<file path="src/rtl/switch_debouncer_pkg.sv">
// Shared defaults and the counter-width helper for the switch debouncer.
package switch_debouncer_pkg;

  localparam int DEFAULT_WIDTH         = 8;
  localparam int DEFAULT_SYNC_STAGES   = 2;
  localparam int DEFAULT_STABLE_CYCLES = 1000000;
  localparam int SIM_STABLE_CYCLES     = 4;

  // Enough bits to hold 0..stable_cycles; never narrower than one bit.
  function automatic int counter_width(input int stable_cycles);
    return (stable_cycles < 1) ? 1 : $clog2(stable_cycles + 1);
  endfunction

endpackage

</file>
<file path="src/rtl/debounce_bit.sv">
// One switch bit: synchroniser chain, stability counter and accepted level.
// accept is high during the cycle whose closing edge updates level.
module debounce_bit
  import switch_debouncer_pkg::*;
#(
  parameter int SYNC_STAGES   = DEFAULT_SYNC_STAGES,
  parameter int STABLE_CYCLES = DEFAULT_STABLE_CYCLES
) (
  input  logic clock,
  input  logic reset,
  input  logic raw,
  output logic level,
  output logic accept
);

  localparam int CW = counter_width(STABLE_CYCLES);
  localparam logic [CW-1:0] LAST = CW'(STABLE_CYCLES - 1);

  logic [SYNC_STAGES-1:0] sync_reg;
  logic [CW-1:0]          cnt_reg;
  logic                   level_reg;
  logic                   s;

  assign s      = sync_reg[SYNC_STAGES-1];
  assign level  = level_reg;
  assign accept = (s != level_reg) && (cnt_reg == LAST);

  always_ff @(posedge clock) begin
    if (reset) begin
      sync_reg  <= '0;
      cnt_reg   <= '0;
      level_reg <= 1'b0;
    end else begin
      sync_reg <= {sync_reg[SYNC_STAGES-2:0], raw};
      // Any return to the accepted level forfeits all accumulated credit.
      if (s == level_reg) begin
        cnt_reg <= '0;
      end else if (cnt_reg == LAST) begin
        level_reg <= s;
        cnt_reg   <= '0;
      end else begin
        cnt_reg <= cnt_reg + CW'(1);
      end
    end
  end

endmodule

</file>
<file path="src/rtl/switch_debouncer.sv">
// Synchronises and debounces WIDTH slide switches, with a change strobe and mask.
// Define CHANGE_COUNT_EN to add the 8-bit wrapping accepted-change counter.
module switch_debouncer
  import switch_debouncer_pkg::*;
#(
  parameter int WIDTH         = DEFAULT_WIDTH,
  parameter int SYNC_STAGES   = DEFAULT_SYNC_STAGES,
  parameter int STABLE_CYCLES = DEFAULT_STABLE_CYCLES
) (
  input  logic             clock,
  input  logic             reset,
  input  logic [WIDTH-1:0] sw_raw,
  output logic [WIDTH-1:0] sw_out,
  output logic             changed,
  output logic [WIDTH-1:0] changed_mask
`ifdef CHANGE_COUNT_EN
  ,
  output logic [7:0]       change_count
`endif
);

  logic [WIDTH-1:0] accept;
  logic [WIDTH-1:0] mask_reg;
  logic             changed_reg;

  generate
    for (genvar gi = 0; gi < WIDTH; gi++) begin : g_bit
      debounce_bit #(
        .SYNC_STAGES  (SYNC_STAGES),
        .STABLE_CYCLES(STABLE_CYCLES)
      ) u_bit (
        .clock (clock),
        .reset (reset),
        .raw   (sw_raw[gi]),
        .level (sw_out[gi]),
        .accept(accept[gi])
      );
    end
  endgenerate

  // Registered alongside sw_out so strobe and mask line up with the new value.
  always_ff @(posedge clock) begin
    if (reset) begin
      mask_reg    <= '0;
      changed_reg <= 1'b0;
    end else begin
      mask_reg    <= accept;
      changed_reg <= |accept;
    end
  end

  assign changed      = changed_reg;
  assign changed_mask = mask_reg;

`ifdef CHANGE_COUNT_EN
  logic [7:0] count_reg;

  always_ff @(posedge clock) begin
    if (reset) begin
      count_reg <= 8'd0;
    end else if (|accept) begin
      count_reg <= count_reg + 8'd1;
    end
  end

  assign change_count = count_reg;
`endif

endmodule

</file>
<file path="config.mk">
export PLATFORM = sky130hd
export DESIGN_NAME = switch_debouncer
export DESIGN_NICKNAME = d
export VERILOG_FILES = /design/src/rtl/switch_debouncer_pkg.sv /design/src/rtl/debounce_bit.sv /design/src/rtl/switch_debouncer.sv
export SDC_FILE = /design/constraint.sdc
export NUM_CORES = 1
export LEC_CHECK = 0
export CAP_MARGIN = 0
export CORE_MARGIN = 1.5
export CORE_UTILIZATION = 30
export CTS_BUF_LIST = sky130_fd_sc_hd__clkbuf_8 sky130_fd_sc_hd__clkbuf_16
export CTS_CLUSTER_SIZE = 40
export DETAILED_ROUTE_END_ITERATION = 16
export MAX_ROUTING_LAYER = met4
export PLACE_DENSITY_LB_ADDON = 0.3
export SYNTH_ARGS = -nofsm -noshare
export SYNTH_HDL_FRONTEND = slang
export SYNTH_SLANG_ARGS = --single-unit
</file>
<file path="constraint.sdc">
create_clock -name clock -period 2.14 [get_ports clock]
set_clock_uncertainty 0.1 [all_clocks]
set_input_delay 0.214 -clock clock [delete_from_list [all_inputs] [get_ports clock]]
set_output_delay 0.214 -clock clock [all_outputs]
set_load 0.02 [all_outputs]
</file>
# == Word level (Yosys, flattened, before mapping) ==
# Cells that the tools add are included.
# word_totals
input_bits,10
memories,0
latchBits,0
wordCells,91
rom_bits,0
ram_bits,0
reg_bits,193
# op_classes
n_reduce_logical,25
n_lt_le_gt_ge,0
n_bitwise,8
shift,0
n_div,0
n_addsub,8
multipliers,0
n_mux,0
n_eq_ne,24
# ops
op,n
"20-bit by 1-bit adder with 20-bit output, second input constant",8
"20-bit equality test, second input constant",8
3-bit OR reduction,8
2-bit AND reduction,8
1-bit equality test,8
1-bit logical AND,8
1-bit != test,8
1-bit NOT,8
8-bit OR reduction,1

# == Longest topological paths before layout ==
# Gate-level depths: netlist of the first run.
# logic_depth
word_depth,3
depth_mapped,7

# == Hierarchy ==
# Synthesis of the first run repeated with hierarchy kept, for this count alone.
# unflattened
hier_cells,964
hier_area_um2,8378.0
# by_module_without_submodules
module,cells_each,seq_area_each_um2,instances,area_each_um2
debounce_bit,118,460.4,8,1014.7
switch_debouncer,20,180.2,1,260.2

# == Worst setup path before layout of the first run ==
# OpenSTA, ideal clock, no wires.
# synth_timing
kind,register to register
from,register g_bit[5].u_bit.cnt_reg[8]
to,register g_bit[5].u_bit.cnt_reg[12]
t_arrival_ns,1.929
stages_incl_launch_ff,7
setup_slack_ns,-0.004
n_path_buf,2
synth_period_minus_slack_ns,2.144
cell_sequence,dfxtp_1 or4_1 or4_1 clkbuf_2 o21ai_4 buf_6 nor2_1
# synth_between
elab_chain_len,2
word_cells_on_any_way,3
# synth_rtl
item,line,source
start: declaration,debounce_bit.sv:20,logic [CW-1:0] cnt_reg;
start signal: assignment,debounce_bit.sv:42,cnt_reg <= cnt_reg + CW'(1);
branches (longest 2 deep; another with 20-bit by 1-bit adder with 20-bit output),n/a,
# Several ways; the timed one is not identified.
# A chain may end at the register's enable or synchronous reset.

# == Final worst setup path of the first run ==
# layout_timing
from,register g_bit[7].u_bit.cnt_reg[6]
to,"register changed_reg, in the netlist changed"
# layout_between
elab_chain_len,3
# layout_rtl
item,line,source
start: declaration,debounce_bit.sv:20,
start signal: assignment,debounce_bit.sv:42,
20-bit equality test,debounce_bit.sv:26,assign accept = (s != level_reg) && (cnt_reg == LAST);
1-bit logical AND,debounce_bit.sv:26,
8-bit OR reduction,switch_debouncer.sv:48,changed_reg <= |accept;
end signal: assignment,switch_debouncer.sv:48,
end: declaration,switch_debouncer.sv:24,logic changed_reg;
# No other way between the ends.

==> impl_metrics.yaml, run 1 <==
grt:
  track_usage_pct: 13.0
  met1_usage_pct: 17.0
  grt_busiest_layer: "met2"
  grt_pass1_vias: 6382
  grt_max_degree: 25
  grt_use_met3_pct: 2.80
  use_met2_pct: 20.3
  grt_overflow: 0
  antenna_found_initial: 0
  grt_pass1_wl_um: 30200
cts:
  clkLatencyLatePin_ns: 0.43
  cts_root_buf: "clkbuf_16"
  cts.htree.levels: 4
  cts_tree: "built"
  cts_sinks: 193
  path_clk_slew_ns: 0.07
  cts_made_buffers: 17
  cts_buffer_depth: 2
  hold_buffers: 0
synth:
  syn_inst: 967
  synth_xor_area_share_pct: 9.53
  synth_top_family_by_area: "simple AND/OR/NAND/NOR gates"
  synth.distinct_cells: 47
  syn-cell-area_um2: 8460
  yosysSeqAreaShare_pct: 45.7
  synth-compound-area-share_pct: 10.4
  synthMuxAreaShare_pct: 0.118
  syn_nets: 985
  syn_avg_cell_area_um2: 8.75
  yosys.area_share.simple_pct: 28.9
  synth-seq-cells: 193
  synthAdderAreaFrac_pct: 1.18
  synth_warnings: 0
pwr:
  pwr-share-seq_pct: 52.9
  ir_drop_mv: 0.535
  pwr-share-clk_pct: 45.6
  intPower_mw: 5.39
  p_sw_share_pct: 21.3
  power.density_nw_per_um2: 675
  p_sw_mw: 1.46
  total_power_mw: 6.84
  power_frac_comb_pct: 1.5
  leakage_nw: 3.10
critical_path:
  crit_required_ns: 2.39
  crit_type: "flop to flop"
  crit_path_start_kind: "flop"
  worst_setup_path_end_kind: "flop"
  crit_arrival_ns: 2.36
  cp_max_fo: 5
  r2r_cells: 5
  r2r_slack_ns: 0.04
place:
  dpl_cell_area_um2: 9490
  place_congestion: 0.795
  dp_hpwl_um: 12200
  place_ws_ns: -0.0124
  dp_cells: 1389
  portBuffers: 26
die:
  num_rows: 61
  coreArea_um2: 27800
  die_area_um2: 29200
  fp.dieH_um: 171
  initial_core_util_pct: 30.4
  die_width_um: 171
  ioPinCount: 27
sta:
  tightest_slew_ns: 0.527
  holdWs_ns: 0.159
  slew_viol_final: 0
  hold_viol_final: 0
  finalSetupViolCount: 0
  relSlewSlack_pct: 64.9
  timing.final.crit_share_pct: 98.3
  finalCriticalPeriod_ns: 2.10
  fmax_mhz: 475
  setup_slack_ns: 0.0369
routing:
  routed_wl_um: 17800
  drc: 0
  vias_per_cell: 4.80
  firstDrtPassIters: 4
  wire_per_inst_um: 12.5
  drtIter0Drc: 311
  ant_nets: 0
  via_count: 6829
layout:
  n_antenna_cell: 0
  final_nets: 1051
  fin_area_um2: 10100
  finalNonFillerCells: 1424
  final_common_cell: "dfxtp_1"
  num-fill-cells: 2866
  layout_common_cells: "dfxtp_1, nor2_1, a21oi_1"
  syn2layout_area_growth_pct: 19.9
  largest_reg_flops: 160
  drive_gt1_share_pct: 11.6
min_path:
  hp-class: "input pin to flop"
  hold_depth: 2
run:
  drv_cap: 0
outcome:
  outcome: "finished, final reports clean"
[power by group through the flow]
stage / combinational [mW] / clock [mW] / sequential (mW)
after floorplan: 0.0556 / 0 / 3.70
after global placement: 0.102 / 0 / 3.70
after detailed placement: 0.102 / 0 / 3.70
after CTS: 0.102 / 3.23 / 3.62
after global routing: 0.114 / 3.39 / 3.62
final: 0.102 / 3.12 / 3.62
[per-stage QoR]
stage	utilization (%)	TNS, ns
2_1_floorplan	-	-0.0139
3_3_place_gp	34.2	0
3_5_place_dp	34.2	-0.0129
4_1_cts	36.3	0
5_1_grt	36.5	-0.114
6_report	36.5	0
[Yosys cell counts, drive strengths merged]
cell      n  area share [%]
nor3     14            0.83
nor4bb    3            0.35
xnor2    46             4.8
a21bo     1            0.12
or4b      2            0.24
nor2    110             4.9
inv      33             1.5
dfxtp   193              46
ha        8             1.2
o32a      3            0.35
mux2i     1            0.12
o21bai    1           0.089
nand2    49             2.2
xor2     46             4.8
nor3b     1           0.089
a21o      1           0.089
nor4b    11             1.1
a41oi     1            0.19
or4bb     1            0.13
nand4    40             3.0
and4     13             1.3
and3b     1            0.10
or3      35             2.6
or3b      1            0.10
and3     16             1.2
o31ai    32             2.8
nand4b    2            0.21
nor2b    19             1.4
o211ai    2            0.18
a21oi    67             4.0
or2       2            0.15
and2     10            0.74
o21ai    39             2.4
buf      14             1.2
a32oi     1            0.10
nand2b    2            0.15
nand3    57             3.4
or4      42             3.8
nor4     13            0.96
clkbuf   34             1.5
[final cells by class]
cell class / count / area [um^2] / area share, %
inverter: 33 / 124 / 1.22
timing repair buffer: 95 / 818 / 8.07
clock inverter: 11 / 101 / 0.999
clock buffer: 21 / 480 / 4.74
tap: 378 / 473 / 4.66
multi-input combinational: 693 / 4280 / 42.2
sequential: 193 / 3870 / 38.1
[critical path, cell delays in order, from the launching register on]
cell,delay (ns)
dfxtp_1,0.37
or3b_2,0.45
or4_4,0.59
buf_6,0.15
o32a_1,0.18
a41oi_2,0.19
[logic make-up after synthesis]
group / count (synthesis)
simple gates: 444
fa+ha+maj: 8
xor+xnor: 92
compound gates: 148
flops: 193
buf+inv: 81
mux: 1
[repair_timing]
action	in CTS	in global routing
cloned	0	1
resized for setup	1	14
buffers inserted	0	2
setup endpoints to repair	20	37
pin swaps	0	9
[final timing paths]
check | startpoint | end
min | reset | g_bit[6].u_bit.sync_reg[1]$_SDFF_PP0_
max | g_bit[7].u_bit.cnt_reg[6]$_SDFF_PP0_ | changed$_SDFF_PP0_
min reg2reg | g_bit[7].u_bit.cnt_reg[0]$_SDFF_PP0_ | g_bit[7].u_bit.cnt_reg[0]$_SDFF_PP0_
max reg2reg | g_bit[7].u_bit.cnt_reg[6]$_SDFF_PP0_ | changed$_SDFF_PP0_
[layer usage]
| layer | vias up | part of all wire (%) |
|---|---|---|
| li1 | 3581 | - |
| met1 | 3181 | 51 |
| met2 | 50 | 45 |
| met3 | 17 | 2.6 |
| met4 | 0 | 1.1 |
| met5 | - | 0 |
Power figures use the tool's default switching activity.
==> inputs of run 2 (changes only) <==
--- a/config.mk
+++ b/config.mk
@@ -13,6 +13,8 @@
 export DETAILED_ROUTE_END_ITERATION = 16
 export MAX_ROUTING_LAYER = met4
 export PLACE_DENSITY_LB_ADDON = 0.3
+export REMOVE_ABC_BUFFERS = 1
+export SETUP_SLACK_MARGIN = 0.1
 export SYNTH_ARGS = -nofsm -noshare
 export SYNTH_HDL_FRONTEND = slang
 export SYNTH_SLANG_ARGS = --single-unit
==> run 2 against run 1 <==
  * Power up 1.1%
  * Sequential power is essentially flat
  * Design area grew 1.6%
  * Hold slack improved by 0.030 ns
  * Critical path depth did not move
  * Non-clock buffer count down 1
  * Largest power group unchanged
  * Clock power is 3% higher
  * Sequential share of layout area shrank 0.52 points
  * Register-to-register slack barely moved
==> impl_metrics.yaml, run 2 (synthesis gave the netlist of run 1 again) <==
cts:
  cts.htree.levels: 4
  cts_made_buffers: 17
  cts_sinks: 193
  cts_root_buf: "clkbuf_16"
  cts_tree: "built"
  hold_buffers: 0
  path_clk_slew_ns: 0.07
  clkLatencyLatePin_ns: 0.44
  cts_buffer_depth: 2
sta:
  tightest_slew_ns: 0.624
  timing.final.crit_share_pct: 98.4
  rsz0062_at_grt: "true"
  slew_viol_final: 0
  hold_viol_final: 0
  finalCriticalPeriod_ns: 2.10
  finalSetupViolCount: 0
  fmax_mhz: 475
  holdWs_ns: 0.189
  relSlewSlack_pct: 58.4
layout:
  largest_reg_flops: 160
  drive_gt1_share_pct: 14.9
  layout_common_cells: "dfxtp_1, nor2_1, buf_4"
  finalNonFillerCells: 1423
  syn2layout_area_growth_pct: 21.9
  num-fill-cells: 2852
  final_common_cell: "dfxtp_1"
  final_nets: 1050
  n_antenna_cell: 0
place:
  portBuffers: 26
  dp_hpwl_um: 11500
  dp_cells: 1389
  place_congestion: 0.749
routing:
  wire_per_inst_um: 11.8
  firstDrtPassIters: 4
  drc: 0
  ant_nets: 0
  routed_wl_um: 16800
  via_count: 6859
  vias_per_cell: 4.82
  drtIter0Drc: 348
pwr:
  leakage_nw: 3.11
  ir_drop_mv: 0.471
  power.density_nw_per_um2: 671
run:
  drv_cap: 0
grt:
  grt_overflow: 0
  grt_max_degree: 27
  track_usage_pct: 12.3
  grt_pass1_vias: 6167
  antenna_found_initial: 0
  grt_pass1_wl_um: 28700
critical_path:
  r2r_cells: 5
  crit_type: "flop to flop"
  worst_setup_path_end_kind: "flop"
  crit_start: "g_bit[7].u_bit.cnt_reg[7]$_SDFF_PP0_"
  r2r_start: "g_bit[7].u_bit.cnt_reg[7]$_SDFF_PP0_"
  cp_max_fo: 4
  reg2reg_to: "changed$_SDFF_PP0_"
  worstSetupEndpoint: "changed$_SDFF_PP0_"
  crit_arrival_ns: 2.36
  crit_path_start_kind: "flop"
  r2r_slack_ns: 0.04
  crit_required_ns: 2.40
die:
  fp.dieH_um: 171
  die_width_um: 171
  coreArea_um2: 27800
  num_rows: 61
  initial_core_util_pct: 30.4
  die_area_um2: 29200
  ioPinCount: 27
outcome:
  outcome: "finished, final reports clean"
min_path:
  hp-class: "input pin to flop"
-- run 2: worst min path at each step --
stage                                          startpoint                                     to  slack (ns)  cells past startpoint
finish                                              reset  g_bit[7].u_bit.sync_reg[0]$_SDFF_PP0_        0.19                      2
global route                                        reset  g_bit[7].u_bit.sync_reg[1]$_SDFF_PP0_        0.21                      2
CTS                                                 reset  g_bit[4].u_bit.sync_reg[1]$_SDFF_PP0_        0.20                      2
detailed placement  g_bit[6].u_bit.sync_reg[0]$_SDFF_PP0_  g_bit[6].u_bit.sync_reg[1]$_SDFF_PP0_        0.32                      1
global placement    g_bit[4].u_bit.sync_reg[0]$_SDFF_PP0_  g_bit[4].u_bit.sync_reg[1]$_SDFF_PP0_        0.32                      1
floorplan                                           reset                     changed$_SDFF_PP0_        0.18                      1
-- run 2: area by class of cell --
cell class / instances / area, um^2 / area share [%]
Sequential cell: 193 / 3880 / 37.6
Timing Repair Buffer: 94 / 798 / 7.74
Inverter: 33 / 124 / 1.20
Tap cell: 378 / 473 / 4.59
Clock buffer: 17 / 425 / 4.13
Multi-Input combinational cell: 693 / 4420 / 42.9
Clock inverter: 15 / 188 / 1.82
-- run 2: power by group --
part / internal, mW / leakage [nW] / switching (mW)
logic: 0.0425 / 1.26 / 0.0574
registers: 3.61 / 1.56 / 0.00946
clock network: 1.59 / 0.291 / 1.62
-- run 2: per-layer routing --
layer	vias up	share of wire [%]	wire [um]	track usage [%]
met5	-	0	0	-
met4	0	1.2	199	3.78
met3	19	2.3	390	2.41
met2	59	43	7290	18.4
met1	3195	53	8900	16.7
li1	3586	-	-	-
-- run 2: what timing repair did --
action,CTS,global route
pin swaps,6,4
setup endpoints to repair,63,72
gates resized for setup,12,49
setup buffers,1,1
-- run 2: per-stage QoR --
step	power (mW)	cell area, um^2	setup WS [ns]	setup TNS [ns]	util, %
floorplan	3.74	8230	-0.361	-25.01	-
finish	6.92	10300	0.0352	0	37.1
global placement	3.80	9480	-0.0296	-0.0296	34.1
detailed placement	3.80	9480	-0.00837	-0.00837	34.1
global route	7.18	10300	-0.00389	-0.00552	37.1
CTS	7.04	10100	0.0271	0	36.5
-- run 2: worst max-delay path: stages (launching register included) --
cell and delay (ns):
dfxtp_2 0.33, or4bb_1 0.49, or4_4 0.55, buf_6 0.14
o32a_1 0.21, a41oi_2 0.21
==> inputs of run 3 (changes only) <==
--- a/config.mk
+++ b/config.mk
@@ -15,6 +15,7 @@
 export PLACE_DENSITY_LB_ADDON = 0.3
 export REMOVE_ABC_BUFFERS = 1
 export SETUP_SLACK_MARGIN = 0.1
+export SLEW_MARGIN = 20
 export SYNTH_ARGS = -nofsm -noshare
 export SYNTH_HDL_FRONTEND = slang
 export SYNTH_SLANG_ARGS = --single-unit
==> results of run 3 <==
No change in the layout: final DEF, timing and power equal those of run 2.
